$ cat src/rtl/kgp_risc_pkg.sv
// Shared definitions for the kgp_risc core: pc_control command codes, flag
// bit positions and the instruction width. The decoder imports the same constants.
package kgp_risc_pkg;

  localparam int INSTR_W = 32;

  localparam logic [3:0] PC_SEQ  = 4'b0000;
  localparam logic [3:0] PC_B    = 4'b0001;
  localparam logic [3:0] PC_BR   = 4'b0010;
  localparam logic [3:0] PC_BZ   = 4'b0011;
  localparam logic [3:0] PC_BNZ  = 4'b0100;
  localparam logic [3:0] PC_BCY  = 4'b0101;
  localparam logic [3:0] PC_BNCY = 4'b0110;
  localparam logic [3:0] PC_BS   = 4'b0111;
  localparam logic [3:0] PC_BNS  = 4'b1000;
  localparam logic [3:0] PC_BV   = 4'b1001;
  localparam logic [3:0] PC_BNV  = 4'b1010;
  localparam logic [3:0] PC_CALL = 4'b1011;
  localparam logic [3:0] PC_RET  = 4'b1100;

  localparam int FLAG_Z = 0;
  localparam int FLAG_C = 1;
  localparam int FLAG_S = 2;
  localparam int FLAG_V = 3;

  // Conditional branches arrive already qualified by the decoder, so any code
  // in this range simply means "take the relative branch".
  function automatic logic is_cond_branch(input logic [3:0] code);
    return (code >= PC_BZ) && (code <= PC_BNV);
  endfunction

endpackage

$ cat src/rtl/return_addr_stack.sv
// Circular return-address stack. Push writes top+1, pop reads top; a push
// when full overwrites the oldest slot and leaves the count saturated.
module return_addr_stack #(
  parameter int DEPTH = 8
) (
  input  logic                     clk,
  input  logic                     rst,
  input  logic                     push_i,
  input  logic                     pop_i,
  input  logic [31:0]              push_data_i,
  output logic [31:0]              top_data_o,
  output logic [$clog2(DEPTH):0]   count_o,
  output logic                     empty_o,
  output logic                     ovf_o,
  output logic                     unf_o
);
  localparam int PW = $clog2(DEPTH);
  localparam int CW = PW + 1;

  logic [31:0]   mem_q [DEPTH];
  logic [PW-1:0] top_q, top_d;
  logic [CW-1:0] count_q, count_d;
  logic          full;
  logic          do_push, do_pop;

  assign full       = (count_q == CW'(DEPTH));
  assign empty_o    = (count_q == '0);
  assign do_push    = push_i;
  assign do_pop     = pop_i & ~empty_o;
  assign ovf_o      = push_i & full;
  assign unf_o      = pop_i & empty_o;
  assign top_data_o = mem_q[top_q];
  assign count_o    = count_q;

  always_comb begin
    top_d   = top_q;
    count_d = count_q;
    if (do_push) begin
      top_d = top_q + 1'b1;
      if (!full) count_d = count_q + 1'b1;
    end else if (do_pop) begin
      top_d   = top_q - 1'b1;
      count_d = count_q - 1'b1;
    end
  end

  always_ff @(posedge clk) begin
    if (rst) begin
      top_q   <= '0;
      count_q <= '0;
    end else begin
      top_q   <= top_d;
      count_q <= count_d;
    end
  end

  // Contents are don't-care after reset, so the array carries no reset.
  always_ff @(posedge clk) begin
    if (!rst && do_push) mem_q[top_q + 1'b1] <= push_data_i;
  end

endmodule

$ cat src/rtl/pc_sequencer.sv
// Program counter, flag register and CALL/RET sequencing. Executes one
// pc_control command per enabled cycle; all outputs are registered.
module pc_sequencer
  import kgp_risc_pkg::*;
#(
  parameter logic [31:0] RESET_PC  = 32'h0000_0000,
  parameter int          RAS_DEPTH = 8
) (
  input  logic                         clk,
  input  logic                         rst,
  input  logic                         en,
  input  logic [3:0]                   pc_control,
  input  logic [25:0]                  imm26,
  input  logic [31:0]                  reg_target,
  input  logic [3:0]                   flags_in,
  input  logic                         flags_we,
  output logic [31:0]                  pc,
  output logic [3:0]                   flags,
  output logic [$clog2(RAS_DEPTH):0]   ras_count,
  output logic                         ras_ovf,
  output logic                         ras_unf,
  output logic                         illegal_ctl
);
  logic [31:0] pc_q, pc_d;
  logic [3:0]  flags_q;
  logic        ovf_q, unf_q, ill_q;

  logic [31:0] seq, rel;
  logic        push, pop, ill;
  logic [31:0] ras_data;
  logic        ras_empty, ras_ovf_stb, ras_unf_stb;
  logic        unused_ok;

  assign unused_ok = ^reg_target[1:0];

  assign seq = pc_q + 32'd4;
  assign rel = seq + {{4{imm26[25]}}, imm26, 2'b00};

  always_comb begin
    pc_d = pc_q;
    push = 1'b0;
    pop  = 1'b0;
    ill  = 1'b0;
    if (en) begin
      pc_d = seq;
      if (pc_control == PC_B || is_cond_branch(pc_control)) begin
        pc_d = rel;
      end else if (pc_control == PC_BR) begin
        pc_d = {reg_target[31:2], 2'b00};
      end else if (pc_control == PC_CALL) begin
        pc_d = rel;
        push = 1'b1;
      end else if (pc_control == PC_RET) begin
        pop = 1'b1;
        if (!ras_empty) pc_d = ras_data;
      end else if (pc_control != PC_SEQ) begin
        ill = 1'b1;
      end
    end
  end

  return_addr_stack #(.DEPTH(RAS_DEPTH)) u_ras (
    .clk         (clk),
    .rst         (rst),
    .push_i      (push),
    .pop_i       (pop),
    .push_data_i (seq),
    .top_data_o  (ras_data),
    .count_o     (ras_count),
    .empty_o     (ras_empty),
    .ovf_o       (ras_ovf_stb),
    .unf_o       (ras_unf_stb)
  );

  always_ff @(posedge clk) begin
    if (rst) begin
      pc_q    <= RESET_PC;
      flags_q <= '0;
      ovf_q   <= 1'b0;
      unf_q   <= 1'b0;
      ill_q   <= 1'b0;
    end else if (en) begin
      pc_q <= pc_d;
      if (flags_we) flags_q <= flags_in;
      ovf_q <= ovf_q | ras_ovf_stb;
      unf_q <= unf_q | ras_unf_stb;
      ill_q <= ill_q | ill;
    end
  end

  assign pc          = pc_q;
  assign flags       = flags_q;
  assign ras_ovf     = ovf_q;
  assign ras_unf     = unf_q;
  assign illegal_ctl = ill_q;

endmodule

$ cat config.mk
export PLATFORM = sky130hd
export DESIGN_NAME = pc_sequencer
export DESIGN_NICKNAME = d
export VERILOG_FILES = /design/src/rtl/kgp_risc_pkg.sv /design/src/rtl/return_addr_stack.sv /design/src/rtl/pc_sequencer.sv
export SDC_FILE = /design/constraint.sdc
export NUM_CORES = 1
export LEC_CHECK = 0
export CAP_MARGIN = 20
export CORE_UTILIZATION = 51
export DETAILED_ROUTE_END_ITERATION = 6
export PLACE_DENSITY_LB_ADDON = 0.25
export SLEW_MARGIN = 20
export SYNTH_ARGS = -nofsm -noshare
export SYNTH_HDL_FRONTEND = slang
export SYNTH_SLANG_ARGS = --single-unit
$ cat constraint.sdc
create_clock -name clk -period 6.7 [get_ports clk]
set_clock_uncertainty 0.05 [all_clocks]
set_input_delay 1.005 -clock clk [delete_from_list [all_inputs] [get_ports clk]]
set_output_delay 1.005 -clock clk [all_outputs]
set_load 0.005 [all_outputs]
==> flow_metrics.env <==
export IMPL_fmax_mhz=204
export IMPL_clk_latency_ns=0.52
export IMPL_overflow=0
export IMPL_post_cts_repair_setup_buffers=0
export IMPL_totalWireLength_um=38900
export IMPL_clkPwrFrac_pct=40.8
export IMPL_powerDensity_nw_per_um2=266
export IMPL_netSwitchingFraction_pct=24.4
export IMPL_finalCritPeriodShare_pct=73.2
export IMPL_die_area_um2=29200
export IMPL_setup_viol=0
export IMPL_placed_area_um2=16100
export IMPL_areaGrowthSynthToFinish_pct=18.5
export IMPL_fp_dieW_um=171
export IMPL_holdBufCountCts=0
export IMPL_ant_nets=0
export IMPL_antenna_found_initial=0
export IMPL_drtIter0Drc=897
export IMPL_cts_resized=0
export IMPL_rrSetupSlack_ns=1.80
export IMPL_min_delay_path_depth=2
export IMPL_place_congestion=0.917
export IMPL_path_max_fanout=10
export IMPL_syn_nets=1175
export IMPL_h_tree_depth=2
export IMPL_core_area_um2=27900
export IMPL_finalHoldViolations=0
export IMPL_io_pins=113
export IMPL_clkTransAtPathRegs_ns=0.06
export IMPL_period_needed_ns=4.90
export IMPL_clockBufferDepth=3
export IMPL_dieHeight_um=171
export IMPL_rsz0062_at_grt="no"
export IMPL_hold_end="flags[1]"
export IMPL_p_seq_share_pct=47.0
export IMPL_yosysSeqAreaShare_pct=59.7
export IMPL_cts_sinks=305
export IMPL_dp_hpwl_um=24500
export IMPL_grt_max_degree=50
export IMPL_async_reset_ff_share_pct=0
export IMPL_insertedDiodeCount=0
export IMPL_total_leakage_power_nw=5.83
export IMPL_cp_required_ns=7.07
export IMPL_vias_per_cell=6.23
export IMPL_grt_usage_pct=27.8
export IMPL_hold_path_startpoint="flags[1]"
export IMPL_synth_edff_count=256
export IMPL_cts_root_buf="clkbuf_16"
export IMPL_slew_headroom_pct=28.5
export IMPL_syn_avg_cell_area_um2=13.7
export IMPL_worstMarginPinSlew_ns=1.07
export IMPL_synth_main_ff_cell="edfxtp_1"
export IMPL_internal_power_mw=3.47
export IMPL_start_util_pct=52.0
export IMPL_final_cell_area_um2=17200
export IMPL_ys_warnings_count=0
export IMPL_cp_arrival_ns=5.27
export IMPL_ys_types=69
export IMPL_wl_per_cell_um=24.7
export IMPL_slew_viol_final=0
export IMPL_crit_type="flip-flop to flip-flop"
export IMPL_portBuffers=110
export IMPL_postSynthRegisterBits=305
export IMPL_regToRegEndpoint="pc[27]"
export IMPL_startpoint_type="flip-flop"
export IMPL_setup_tns_ns=0
export IMPL_critPathCaptureType="flip-flop"
export IMPL_grt_pass1_wl_um=58900
export IMPL_fill_cells=2173
export IMPL_numCtsBuffers=34
export IMPL_r2r_cells=14
export IMPL_final_nets=1283
export IMPL_multi_input_area_um2=5600
export IMPL_drc=0
export IMPL_syn_inst=1063
export IMPL_status="finished clean"
export IMPL_net_switching_power_mw=1.12
export IMPL_grt_pass1_vias=9593
export IMPL_vias=9804
export IMPL_cts_tree="done"
export IMPL_seq_area_um2=8670
export IMPL_first_pass_iters=7
export IMPL_worstHoldPathType="flip-flop to flip-flop"
export IMPL_syn_cell_area_um2=14500
export IMPL_rows=61
export IMPL_r2r_start="pc[2]"
export IMPL_pwr_share_comb_pct=12.3
export IMPL_drv_cap=0
export IMPL_drive_above_1_share_pct=15.3
export IMPL_peakVddDrop_mv=0.220
[sequential cells by signal, indices dropped and copies added (netlist names), named ones only]
register,count
u_ras.top_q,3
pc,32
u_ras.count_o,4
ras_ovf,1
flags,4
u_ras.mem_q,256
illegal_ctl,1
ras_unf,1
[cell usage after synthesis (7+ instances only)]
master	count	area, um^2
nand2_1	65	244
ha_1	40	500
a21o_1	22	165
inv_1	20	75.1
o21ai_0	54	270
nand4_1	14	87.6
a21oi_1	77	385
clkbuf_1	40	150
nor4_1	8	50.1
and4_1	7	61.3
or3_1	9	56.3
a311oi_1	9	78.8
o22ai_1	9	56.3
nor3_1	16	80.1
a211oi_1	10	75.1
xnor2_1	34	298
nor2_1	72	270
mux2i_1	20	200
edfxtp_1	256	7690
dfxtp_1	49	981
xor2_1	18	158
a31oi_1	7	43.8
mux2_2	12	135
buf_2	12	60.1
mux4_2	64	1440
nand3_1	27	135
[placed cells by master (no fill, tap or decap), types with 5 or more instances in the layout]
| cell type | instances |
|---|---|
| edfxtp_1 | 256 |
| clkdlybuf4s50_1 | 108 |
| a21oi_1 | 76 |
| nor2_1 | 68 |
| nand2_1 | 65 |
| mux4_2 | 64 |
| o21ai_0 | 54 |
| dfxtp_1 | 46 |
| ha_1 | 40 |
| clkbuf_16 | 35 |
| xnor2_1 | 34 |
| nand3_1 | 27 |
| a21o_1 | 22 |
| inv_1 | 20 |
| mux2i_1 | 20 |
| buf_4 | 20 |
| xor2_1 | 18 |
| nand4_1 | 14 |
| nor3_1 | 12 |
| mux2_2 | 12 |
| a211oi_1 | 10 |
| or3_1 | 9 |
| a311oi_1 | 9 |
| o22ai_1 | 9 |
| and4_1 | 7 |
| nor4_1 | 7 |
| a31oi_1 | 7 |
| clkinv_2 | 7 |
| a31o_2 | 6 |
| a221oi_1 | 6 |
| o211ai_1 | 6 |
| o221ai_1 | 6 |
| and3_1 | 5 |
| clkinvlp_4 | 5 |
[metal layers]
layer / GRT usage (%) / vias up / wire [um]
met3: 3.84 / 72 / 2900
met1: 38.7 / 4890 / 16200
li1: - / 4393 / -
met2: 45.3 / 449 / 18800
met5: 0 / - / 0
met4: 8.93 / 0 / 1060
[worst max-delay path: stages (launching register included)]
cell      delay, ns
dfxtp_1        0.46
ha_1           0.30
nand4_1        0.18
nor3_1         0.64
nand3_1        0.19
xnor2_1        0.72
ha_1           0.46
a21o_1         0.20
a31o_2         0.21
a211oi_1       0.32
o311ai_0       0.22
o31ai_1        0.32
and3_1         0.19
o21ai_0        0.07
a311oi_1       0.26
[logic make-up (layout without fill, tap and decap cells)]
kind of cell / after synthesis / in the layout / share of synthesized area, %
XOR/XNOR: 53 / 53 / 3.25
AND/OR/NAND/NOR: 243 / 243 / 8.16
multiplexers: 96 / 96 / 12.2
adder cells (fa/ha/maj): 42 / 42 / 3.72
buffers and inverters: 79 / 212 / 2.20
flip-flops: 305 / 305 / 59.7
AO/OA/AOI/OAI: 245 / 245 / 10.8
[power groups by stage]
stage               registers [mW]  logic, mW  clock network, mW
detailed placement            2.19      0.550                  0
CTS                           2.15      0.555               1.89
global route                  2.16      0.610               1.96
finish                        2.15      0.562               1.87
floorplan                     2.18      0.349                  0
global placement              2.19      0.541                  0
[metrics by stage]
stage	instances	hold slack (ns)	total power, mW	setup WS (ns)	utilization, %
floorplan	1063	0.403	2.52	1.74	-
global placement	1512	0.393	2.73	2.01	57.5
detailed placement	1512	0.401	2.74	1.87	57.5
CTS	1573	0.412	4.60	1.86	61.5
global route	1574	0.428	4.73	1.51	61.6
finish	1574	0.415	4.58	1.80	61.6
[worst max-delay path by stage]
stage,endpoint,slack [ns],from
6_report,pc[27],1.80,pc[2]
2_1_floorplan,u_ras.mem_q[1][0],1.74,pc_control[1]
4_1_cts,pc[27],1.86,pc[2]
3_5_place_dp,pc[27],1.87,pc[2]
3_3_place_gp,pc[27],2.01,pc[2]
5_1_grt,pc[27],1.51,pc[2]
[layout make-up]
cell class              instances  area share [%]
repair buffers                131            7.37
inverters                      20           0.436
clock inverters                22            1.34
flip-flops and latches        305            50.4
multi-input cells             679            32.5
clock buffers                  39            5.18
well taps                     378            2.75
Power figures use the tool's default switching activity.
